$ cat config.mk
export PLATFORM = sky130hd
export DESIGN_NAME = route_length_engine
export DESIGN_NICKNAME = d
export VERILOG_FILES = /design/src/rtl/route_length_engine.sv
export SDC_FILE = /design/constraint.sdc
export NUM_CORES = 1
export LEC_CHECK = 0
export ABC_AREA = 1
export ABC_CLOCK_PERIOD_IN_PS = 11000
export CAP_MARGIN = 40
export CORE_UTILIZATION = 60
export DETAILED_ROUTE_END_ITERATION = 6
export GPL_TIMING_DRIVEN = 0
export PLACE_DENSITY = 0.78
export SYNTH_ARGS = -nofsm -noshare
export SYNTH_HDL_FRONTEND = slang
export SYNTH_SLANG_ARGS = --single-unit
export TNS_END_PERCENT = 20
$ cat constraint.sdc
create_clock -name clk -period 11 [get_ports clk]
set_input_delay 1.65 -clock clk [delete_from_list [all_inputs] [get_ports clk]]
set_output_delay 1.65 -clock clk [all_outputs]
set_load 0.02 [all_outputs]
$ cat src/rtl/route_length_engine.sv
// Streaming tour-length engine: accepts city points, computes floor-Euclidean
// segment lengths with a bit-serial restoring square root and accumulates them.
module route_length_engine #(
    parameter int SIZE        = 8,
    parameter int NumOfCities = 32,
    parameter int IDX_W       = $clog2(NumOfCities) + 1,
    parameter int ACC_W       = SIZE + 1 + $clog2(NumOfCities)
) (
    input  logic             clk,
    input  logic             rst_n,
    input  logic             in_valid,
    output logic             in_ready,
    input  logic [SIZE-1:0]  in_x,
    input  logic [SIZE-1:0]  in_y,
    input  logic             in_last,
    input  logic             close_loop,
    output logic             out_valid,
    input  logic             out_ready,
    output logic [ACC_W-1:0] tour_len,
    output logic [IDX_W-1:0] num_pts,
    output logic             too_many
);

    localparam int R     = SIZE + 1;
    localparam int DW    = 2 * SIZE + 1;
    localparam int CNT_W = $clog2(R + 1);
    localparam logic [CNT_W-1:0] CNT_LAST = CNT_W'(SIZE);
    localparam logic [IDX_W-1:0] PTS_MAX  = IDX_W'(NumOfCities);
    localparam logic [IDX_W-1:0] PTS_SAT  = IDX_W'(NumOfCities + 1);

    typedef enum logic [2:0] {IDLE, LOAD, SQRT, CLOSE, DONE} state_t;

    state_t            state, state_nxt;
    logic [SIZE-1:0]   first_x, first_y, prev_x, prev_y;
    logic              close_en, last_seg;
    logic [2*R-1:0]    d;
    logic [R-1:0]      rem;
    logic [R-1:0]      root;
    logic [CNT_W-1:0]  cnt;

    logic              in_hs, out_hs, root_last;
    logic [R+1:0]      rem_sh, trial;
    logic              ge;
    logic [R-1:0]      root_nxt;

    function automatic logic [DW-1:0] sq_dist(input logic [SIZE-1:0] ax, input logic [SIZE-1:0] ay,
                                              input logic [SIZE-1:0] bx, input logic [SIZE-1:0] by);
        logic [SIZE-1:0] dx, dy;
        dx = (ax >= bx) ? ax - bx : bx - ax;
        dy = (ay >= by) ? ay - by : by - ay;
        return DW'(dx) * DW'(dx) + DW'(dy) * DW'(dy);
    endfunction

    function automatic logic [ACC_W-1:0] sat_add(input logic [ACC_W-1:0] a, input logic [R-1:0] b);
        logic [ACC_W:0] s;
        s = {1'b0, a} + (ACC_W + 1)'(b);
        return s[ACC_W] ? {ACC_W{1'b1}} : s[ACC_W-1:0];
    endfunction

    assign in_hs     = in_valid && in_ready;
    assign out_hs    = out_valid && out_ready;
    assign root_last = (cnt == CNT_LAST);

    // One restoring-root step: bring down two radicand bits, try 4*root+1.
    always_comb begin
        rem_sh   = {rem, d[2*R-1 -: 2]};
        trial    = {root, 2'b01};
        ge       = (rem_sh >= trial);
        root_nxt = {root[R-2:0], ge};
    end

    always_comb begin
        state_nxt = state;
        case (state)
            IDLE:  if (in_hs) state_nxt = in_last ? CLOSE : LOAD;
            LOAD:  if (in_hs) state_nxt = SQRT;
            SQRT:  if (root_last) state_nxt = !last_seg ? LOAD : (close_en ? CLOSE : DONE);
            CLOSE: if (root_last) state_nxt = DONE;
            DONE:  if (out_hs) state_nxt = IDLE;
            default: state_nxt = IDLE;
        endcase
    end

    always_ff @(posedge clk or negedge rst_n) begin
        if (!rst_n) begin
            state     <= IDLE;
            in_ready  <= 1'b1;
            out_valid <= 1'b0;
        end else begin
            state     <= state_nxt;
            in_ready  <= (state_nxt == IDLE) || (state_nxt == LOAD);
            out_valid <= (state_nxt == DONE);
        end
    end

    always_ff @(posedge clk or negedge rst_n) begin
        if (!rst_n) begin
            first_x  <= '0;
            first_y  <= '0;
            prev_x   <= '0;
            prev_y   <= '0;
            close_en <= 1'b0;
            last_seg <= 1'b0;
            d        <= '0;
            rem      <= '0;
            root     <= '0;
            cnt      <= '0;
            tour_len <= '0;
            num_pts  <= '0;
            too_many <= 1'b0;
        end else begin
            case (state)
                IDLE: if (in_hs) begin
                    first_x  <= in_x;
                    first_y  <= in_y;
                    prev_x   <= in_x;
                    prev_y   <= in_y;
                    close_en <= close_loop;
                    last_seg <= in_last;
                    tour_len <= '0;
                    num_pts  <= IDX_W'(1);
                    too_many <= 1'b0;
                    d        <= '0;
                    rem      <= '0;
                    root     <= '0;
                    // A single-point tour runs one zero-length root step so the
                    // result follows the same registered path as longer tours.
                    cnt      <= in_last ? CNT_LAST : '0;
                end
                LOAD: if (in_hs) begin
                    d        <= {1'b0, sq_dist(in_x, in_y, prev_x, prev_y)};
                    rem      <= '0;
                    root     <= '0;
                    cnt      <= '0;
                    prev_x   <= in_x;
                    prev_y   <= in_y;
                    last_seg <= in_last;
                    if (num_pts == PTS_MAX) too_many <= 1'b1;
                    if (num_pts != PTS_SAT) num_pts <= num_pts + 1'b1;
                end
                SQRT, CLOSE: begin
                    d    <= {d[2*R-3:0], 2'b00};
                    rem  <= ge ? R'(rem_sh - trial) : R'(rem_sh);
                    root <= root_nxt;
                    cnt  <= cnt + 1'b1;
                    if (root_last) begin
                        tour_len <= sat_add(tour_len, root_nxt);
                        // Closing segment is loaded straight away so its root
                        // starts on the very next edge.
                        if (state == SQRT && last_seg && close_en) begin
                            d    <= {1'b0, sq_dist(prev_x, prev_y, first_x, first_y)};
                            rem  <= '0;
                            root <= '0;
                            cnt  <= '0;
                        end
                    end
                end
                default: ;
            endcase
        end
    end

endmodule
==> flow_summary.json, run 1 <==
{
  "grt_util_all_layers_pct": 30.0,
  "synth_fp_nets": 2509,
  "seq_area_frac_synth_pct": 16.0,
  "nFillCells": 2239,
  "reg2reg_from": "prev_x[1]",
  "grt-ovfl-total": 0,
  "async_flop_share_pct": 100,
  "drv_slew": 0,
  "crit_path_max_fanout": 9,
  "fmax_mhz": 114,
  "row_count": 58,
  "grt_pass1_wl_um": 64200,
  "fin_crit_sh_pct": 79.8,
  "synth_enable_flop_cells": 0,
  "vias_per_cell": 5.39,
  "r2r_cells": 28,
  "place_area_um2": 16500,
  "drc_errors": 0,
  "rsz0062_at_grt": "no",
  "antenna_found_initial": 0,
  "ys_ff_latch": 100,
  "die-area_um2": 26800,
  "cts_buffers": 9,
  "cts.sink_count": 100,
  "rrSetupSlack_ps": 3580,
  "ys_warn_count": 0,
  "io_pins": 45,
  "clk_latency_ps": 360,
  "final_area_um2": 16900,
  "postCtsResizedCells": 0,
  "hold-path-endpoint": "d[12]",
  "clk_transition_reported_paths_ps": 70,
  "place_ws_ps": 1910,
  "initial_core_util_pct": 61.7,
  "whs_path_depth": 2,
  "grt_pass1_vias": 14000,
  "cp-end-kind": "register",
  "drv_cap": 0,
  "fin_worst_skew_ps": 12.7,
  "vias": 13600,
  "dieWidth_um": 164,
  "hold_violations": 0,
  "tightest_slew_ps": 602,
  "crit_arrival_ps": 9030,
  "nets": 2565,
  "layout_min_cycle_time_ps": 8780,
  "setup_tns_ps": 0,
  "hold_path.class": "register to register",
  "syn_area_um2": 15700,
  "drive_gt1_share_pct": 5.20,
  "syn_area_per_cell_um2": 7.35,
  "worst_path_most_repeated_cell": "inv_1",
  "htree_levels": 3,
  "min-delay-start": "d[12]",
  "r2r-end": "d[9]",
  "areaGrowthSynthToFinish_pct": 7.70,
  "cts_tree": "built",
  "ant_nets": 0,
  "dr.pass1.iters": 5,
  "cts_hold_buf": 0,
  "netlist_instances": 2132,
  "cp-start-kind": "input port",
  "status": "finished, final reports clean",
  "postCtsSetupRepairBufs": 0,
  "synth_cell_type_count": 44,
  "root_buffer": "clkbuf_16",
  "crit_path_max_incr_delay_ps": 570,
  "setup_violations": 0,
  "dp_hpwl_um": 31200,
  "place_congestion": 0.949,
  "layout_setup_ws_ps": 2220,
  "port_buffers": 44,
  "slowest_stage": "fa_1",
  "core_area_um2": 25400,
  "wl_um": 37300,
  "routedWlPerCell_um": 14.8,
  "drtIter0Drc": 862,
  "required_ps": 11250,
  "max-slew-margin-rel_pct": 59.7,
  "clock_path_buffers": 2,
  "grt_max_degree": 61,
  "die_h_um": 164,
  "ys.flop_type": "dfrtp_1",
  "antenna_cells": 0,
  "crit_type": "input port to register"
}
-- registers in the layout, indices dropped and copies added (netlist names), 3 cells and up --
signal and flops:
prev_y 8, root 9, cnt 4, first_y 8, tour_len 14, num_pts 6, rem 9, prev_x 8
d 18, state 3, first_x 8
-- synthesized netlist by cell type (14+ instances only) --
| cell | n | area (um2) |
|---|---|---|
| a21oi_1 | 102 | 510 |
| buf_2 | 15 | 75.1 |
| dfrtp_1 | 99 | 2480 |
| fa_1 | 162 | 3240 |
| ha_1 | 193 | 2410 |
| inv_1 | 457 | 1720 |
| inv_2 | 14 | 52.6 |
| nand2_1 | 504 | 1890 |
| nand2_2 | 19 | 119 |
| nand3_1 | 98 | 490 |
| nand4_1 | 25 | 156 |
| nor2_1 | 181 | 679 |
| nor3_1 | 14 | 70.1 |
| o21ai_0 | 72 | 360 |
| xnor2_1 | 17 | 149 |
| xor2_1 | 42 | 368 |
-- cell families after synthesis --
| group | Yosys count | synth area share [%] |
|---|---|---|
| xor+xnor | 59 | 3.30 |
| fa+ha+maj | 355 | 36.1 |
| flops | 100 | 16.0 |
| simple gates | 878 | 23.7 |
| compound gates | 236 | 8.38 |
| buf+inv | 504 | 12.5 |
-- critical path, delay by kind of cell --
kind,cells,cell delay [ps]
AO/OA/AOI/OAI,4,1120
adder cells (fa/ha/maj),9,4060
AND/OR/NAND/NOR,9,1030
buffers and inverters,9,1160
-- stage by stage --
step	std cells	utilization, %	hold slack (ps)
after floorplan	2132	-	449
after global placement	2506	65.1	465
after detailed placement	2507	65.2	468
after CTS	2523	66.4	487
after global routing	2523	66.4	504
final	2523	66.4	486
-- cell usage in the layout (no fill, tap or decap), drive strengths merged --
cell / count
o21a: 11
nand2: 526
clkinv: 4
dfstp: 1
bufinv: 1
a22oi: 7
ha: 193
buf: 28
a21o: 4
fa: 162
a31oi: 9
clkbuf: 15
a21oi: 103
dfrtp: 99
o21bai: 2
nand3: 99
nand3b: 4
clkdlybuf4s50: 43
nand4: 25
nor3: 17
inv: 474
xnor2: 17
a22o: 2
xor2: 42
nor2: 192
and2: 1
or2: 14
o211ai: 5
o22ai: 9
o21ai: 84
-- layer usage --
layer	global-route usage, %	share of wire (%)	vias up
li1	-	-	6653
met1	37.2	43	6486
met2	53.6	49	383
met3	4.24	5.0	81
met4	9.30	2.7	0
met5	0	0	-
-- worst max path at each step --
stage,end,from,slack [ps],cells after the start
6_report,d[9],in_x[0],2220,31
4_1_cts,d[15],in_x[0],2280,36
3_3_place_gp,d[15],in_x[0],2000,36
5_1_grt,d[15],in_x[0],1780,34
2_1_floorplan,d[15],in_x[0],3310,34
3_5_place_dp,d[15],in_x[0],1910,36
-- layout make-up --
cell class | count | area [um2] | share of cell area, %
Clock inverter | 7 | 103 | 0.608
Multi-Input combinational cell | 1528 | 11200 | 66.4
Timing Repair Buffer | 45 | 465 | 2.76
Buffer | 32 | 191 | 1.13
Tap cell | 330 | 413 | 2.45
Inverter | 472 | 1770 | 10.5
Clock buffer | 9 | 225 | 1.33
Sequential cell | 100 | 2500 | 14.8
Power of run 1 is left out: the tool's default activity adds up to more than one toggle a clock period on the data nets, which glitch-free logic cannot reach.
==> inputs of run 2 (changes only) <==
--- a/config.mk
+++ b/config.mk
@@ -6,7 +6,7 @@
 export NUM_CORES = 1
 export LEC_CHECK = 0
 export ABC_AREA = 1
-export ABC_CLOCK_PERIOD_IN_PS = 11000
+export ABC_CLOCK_PERIOD_IN_PS = 8600
 export CAP_MARGIN = 40
 export CORE_UTILIZATION = 60
 export DETAILED_ROUTE_END_ITERATION = 6
==> constraint.sdc (replaced) <==
create_clock -name clk -period 8.6 [get_ports clk]
set_input_delay 1.29 -clock clk [delete_from_list [all_inputs] [get_ports clk]]
set_output_delay 1.29 -clock clk [all_outputs]
set_load 0.02 [all_outputs]
==> run 2 against run 1 <==
Clock skew is essentially flat. Die area is the same. Design area grew 0.27%. Critical path type unchanged. Worst setup slack lost 1900 ps. Hold slack is essentially flat. Highest routed layer unchanged. Global-route usage is the same.
==> flow_summary.json, run 2 (synthesis gave the netlist of run 1 again) <==
{
  "clock_path_buffers": 2,
  "regMostFlops": "d",
  "drive_gt1_share_pct": 5.74,
  "fmax_mhz": 121,
  "vias_per_cell": 5.38,
  "largest_reg_flops": 18,
  "grt_pass1_wl_um": 64200,
  "wl_um": 37500,
  "required_ps": 8850,
  "drc_errors": 0,
  "dp_hpwl_um": 31200,
  "crit_path_max_fanout": 10,
  "hold_path.class": "register to register",
  "crit_arrival_ps": 8490,
  "rsz0062_at_grt": "yes",
  "cp-start-kind": "input port",
  "reg2reg_from": "prev_y[1]",
  "cts_tree": "built",
  "status": "finished, final reports clean",
  "nets": 2567,
  "cts_hold_buf": 0,
  "nFillCells": 2240,
  "drtIter0Drc": 884,
  "final_common_cell": "nand2_1",
  "max-slew-margin-rel_pct": 61.5,
  "drv_slew": 0,
  "htree_levels": 3,
  "dieWidth_um": 164,
  "layout_common_cells": "nand2_1 (501), inv_1 (456), ha_1 (192), nor2_1 (178), fa_1 (162)",
  "place_congestion": 0.949,
  "clk_transition_reported_paths_ps": 80,
  "die_h_um": 164,
  "largest_registers": "d x18, tour_len x14",
  "utilization_pct": 66.6,
  "areaGrowthSynthToFinish_pct": 7.99,
  "cts.sink_count": 100,
  "core_area_um2": 25400,
  "tightest_slew_ps": 576,
  "layout_min_cycle_time_ps": 8240,
  "fin_crit_sh_pct": 95.8,
  "fin_worst_skew_ps": 13.1,
  "ant_nets": 0,
  "port_buffers": 44,
  "drv_cap": 0,
  "cts_buffers": 9,
  "grt-ovfl-total": 0,
  "grt_max_degree": 61,
  "grt_util_all_layers_pct": 30.0,
  "routedWlPerCell_um": 14.8,
  "setup_violations": 0,
  "worstSetupStartpoint": "in_x[0]",
  "grt_pass1_vias": 14000,
  "hold_violations": 0,
  "worst_path_most_repeated_cell": "inv_1",
  "min-delay-start": "d[12]",
  "cp-end-kind": "register",
  "dr.pass1.iters": 6,
  "die-area_um2": 26800,
  "antenna_cells": 0,
  "row_count": 58,
  "slowest_stage": "fa_1",
  "root_buffer": "clkbuf_16",
  "antenna_found_initial": 0,
  "io_pins": 45,
  "crit_type": "input port to register",
  "initial_core_util_pct": 61.7,
  "vias": 13600,
  "clk_latency_ps": 360,
  "crit_path_max_incr_delay_ps": 570
}
run 2: cell types whose count changed in the layout (fill, tap and decap cells not counted), sizes merged:
cell   change
buf        +1
nand2      +1
run 2: stage by stage:
step / area [um2] / hold WS [ps] / setup TNS (ps) / setup slack (ps) / std cells
6_report: 16900 / 485 / 0 / 365 / 2525
5_1_grt: 16900 / 504 / -17.4 / -10.0 / 2525
4_1_cts: 16900 / 487 / 0 / 240 / 2523
3_5_place_dp: 16500 / 468 / -220 / -126 / 2507
3_3_place_gp: 16500 / 465 / -43.9 / -43.9 / 2506
2_1_floorplan: 15700 / 449 / 0 / 1270 / 2132
run 2: critical path, delay by kind of cell:
kind,cells,cell delay [ps]
adder cells (fa/ha/maj),8,3790
AO/OA/AOI/OAI,3,670
AND/OR/NAND/NOR,10,1300
buffers and inverters,10,1440
run 2: layout make-up:
type,count,area [um2],area share [%]
Timing Repair Buffer,46,473,2.79
Clock inverter,7,103,0.606
Multi-Input combinational cell,1529,11200,66.4
Tap cell,330,413,2.44
Sequential cell,100,2500,14.8
Inverter,472,1770,10.5
Clock buffer,9,225,1.33
Buffer,32,191,1.13
run 2: worst paths after layout:
path | slack, ps | depth (start not counted) | endpoint
max | 360 | 31 | d[9]
min | 490 | 2 | d[12]
max reg2reg | 1380 | 34 | d[16]
min reg2reg | 490 | 2 | d[12]
max in group asynchronous | 6960 | 2 | prev_x[7]
min in group asynchronous | 910 | 1 | num_pts[3]
run 2: timing repair:
item | CTS | global route
gates resized for setup | 0 | 12
endpoints found under the setup margin | 0 | 7
setup buffers | 0 | 1
run 2: routing by layer:
metal | wire [um] | up-vias | share of wire, % | track usage (%)
met4 | 994 | 0 | 2.7 | 9.30
met3 | 1980 | 80 | 5.3 | 4.24
li1 | - | 6651 | - | -
met1 | 16000 | 6474 | 43 | 37.2
met5 | 0 | - | 0 | 0
met2 | 18500 | 384 | 49 | 53.6
Power of run 2 is left out for the same reason.
==> inputs of run 3 (changes only) <==
--- a/config.mk
+++ b/config.mk
@@ -9,6 +9,7 @@
 export ABC_CLOCK_PERIOD_IN_PS = 8600
 export CAP_MARGIN = 40
 export CORE_UTILIZATION = 60
+export CTS_BUF_LIST = sky130_fd_sc_hd__clkbuf_2 sky130_fd_sc_hd__clkbuf_4 sky130_fd_sc_hd__clkbuf_8
 export DETAILED_ROUTE_END_ITERATION = 6
 export GPL_TIMING_DRIVEN = 0
 export PLACE_DENSITY = 0.78
==> run 3 against run 2 <==
Hold slack better by 8.4 ps. Maximum frequency up 0.12%. Global-route usage down 0.070 points. Worst setup slack better by 9.6 ps. Design area down 0.70%. Non-clock buffer count down 1. Highest routed layer unchanged. Critical endpoint unchanged. First-iteration DRC count down 2.4%. Count of clock-buffer cells in the layout unchanged. Sequential cell count unchanged. Critical path type unchanged. Die area unchanged. Utilization down 0.47 points.
==> flow_summary.json, run 3 (synthesis gave the netlist of run 1 again) <==
{
  "antenna_found_initial": 0,
  "htree_levels": 3,
  "cts.sink_count": 100,
  "grt_pass1_wl_um": 64100,
  "fin_worst_skew_ps": 14.9,
  "grt_util_all_layers_pct": 29.9,
  "drive_gt1_share_pct": 5.61,
  "cp-start-kind": "input port",
  "core_area_um2": 25400,
  "dr.pass1.iters": 5,
  "port_buffers": 44,
  "dp_hpwl_um": 31200,
  "ant_nets": 0,
  "cts_buffers": 9,
  "tightest_slew_ps": 566,
  "cp-end-kind": "register",
  "fmax_mhz": 122,
  "cts_tree": "built",
  "final_common_cell": "nand2_1",
  "slowest_stage": "fa_1",
  "dieWidth_um": 164,
  "vias_per_cell": 5.36,
  "rsz0062_at_grt": "no",
  "drv_cap": 0,
  "nets": 2565,
  "hold_violations": 0,
  "status": "finished, final reports clean",
  "crit_type": "input port to register",
  "regMostFlops": "d",
  "drc_errors": 0,
  "largest_registers": "d x18, tour_len x14",
  "row_count": 58,
  "place_congestion": 0.949,
  "grt_max_degree": 61,
  "clock_path_buffers": 2,
  "clk_transition_reported_paths_ps": 110,
  "required_ps": 8890,
  "crit_arrival_ps": 8520,
  "routedWlPerCell_um": 14.7,
  "root_buffer": "clkbuf_8",
  "hold_path.class": "register to register",
  "cts_hold_buf": 0,
  "layout.cells.non_filler": 2523,
  "io_pins": 45,
  "postCtsSetupRepairBufs": 0,
  "antenna_cells": 0,
  "postCtsResizedCells": 0,
  "layout_min_cycle_time_ps": 8230,
  "layout_common_cells": "nand2_1 (501), inv_1 (456), ha_1 (192), nor2_1 (178), fa_1 (162)",
  "fin_crit_sh_pct": 95.6,
  "wl_um": 37100,
  "crit_path_max_incr_delay_ps": 570,
  "vias": 13500,
  "grt_pass1_vias": 14000,
  "placedCellCount": 2507,
  "worst_path_most_repeated_cell": "inv_1",
  "initial_core_util_pct": 61.7,
  "setup_violations": 0,
  "largest_reg_flops": 18,
  "max-slew-margin-rel_pct": 62.2,
  "crit_path_max_fanout": 10,
  "grt-ovfl-total": 0,
  "die-area_um2": 26800,
  "areaGrowthSynthToFinish_pct": 7.23,
  "clk_latency_ps": 390,
  "drtIter0Drc": 863,
  "drv_slew": 0,
  "die_h_um": 164
}
-- run 3: cell count changes in the layout (fill, tap and decap cells not counted), sizes merged --
cell and delta:
buf -1, nand2 -1
-- run 3: routing by layer --
layer	part of all wire, %	vias up	track usage [%]
met5	0	-	0
met2	49	403	53.2
li1	-	6654	-
met1	42	6399	37.5
met4	2.9	0	9.26
met3	5.7	74	4.14
-- run 3: critical path: cells and delay by family --
kind                       cells  cell delay [ps]
adders and majority gates      8             3800
and+or+nand+nor               10             1350
buffers and inverters         10             1450
AOI/OAI and AO/OA              3              660
-- run 3: stage by stage --
step | area, um2 | util (%) | worst slack (ps) | hold WS (ps) | setup TNS, ps
2_1_floorplan | 15700 | - | 1270 | 449 | 0
3_3_place_gp | 16500 | 65.1 | -43.9 | 465 | -43.9
3_5_place_dp | 16500 | 65.2 | -126 | 468 | -220
4_1_cts | 16800 | 66.0 | 280 | 496 | 0
5_1_grt | 16800 | 66.2 | 10.0 | 513 | 0
6_report | 16800 | 66.2 | 374 | 494 | 0
-- run 3: final timing paths --
path,from,endpoint,slack [ps],cells past startpoint
hold reg to reg,d[12],d[12],490,2
min in group asynchronous,rst_n,num_pts[3],870,1
setup / recovery,in_x[0],d[9],370,31
hold / removal,d[12],d[12],490,2
max in group asynchronous,rst_n,prev_x[7],7000,2
setup reg to reg,prev_y[1],d[16],1370,34
-- run 3: layout make-up --
| type | instances | area (um2) |
|---|---|---|
| Clock inverter | 7 | 103 |
| Inverter | 472 | 1770 |
| Clock buffer | 9 | 124 |
| Timing Repair Buffer | 45 | 465 |
| Sequential cell | 100 | 2500 |
| Buffer | 32 | 191 |
| Fill cell | 2256 | 8590 |
| Multi-Input combinational cell | 1528 | 11200 |
| Tap cell | 330 | 413 |
Power of run 3 is left out for the same reason.
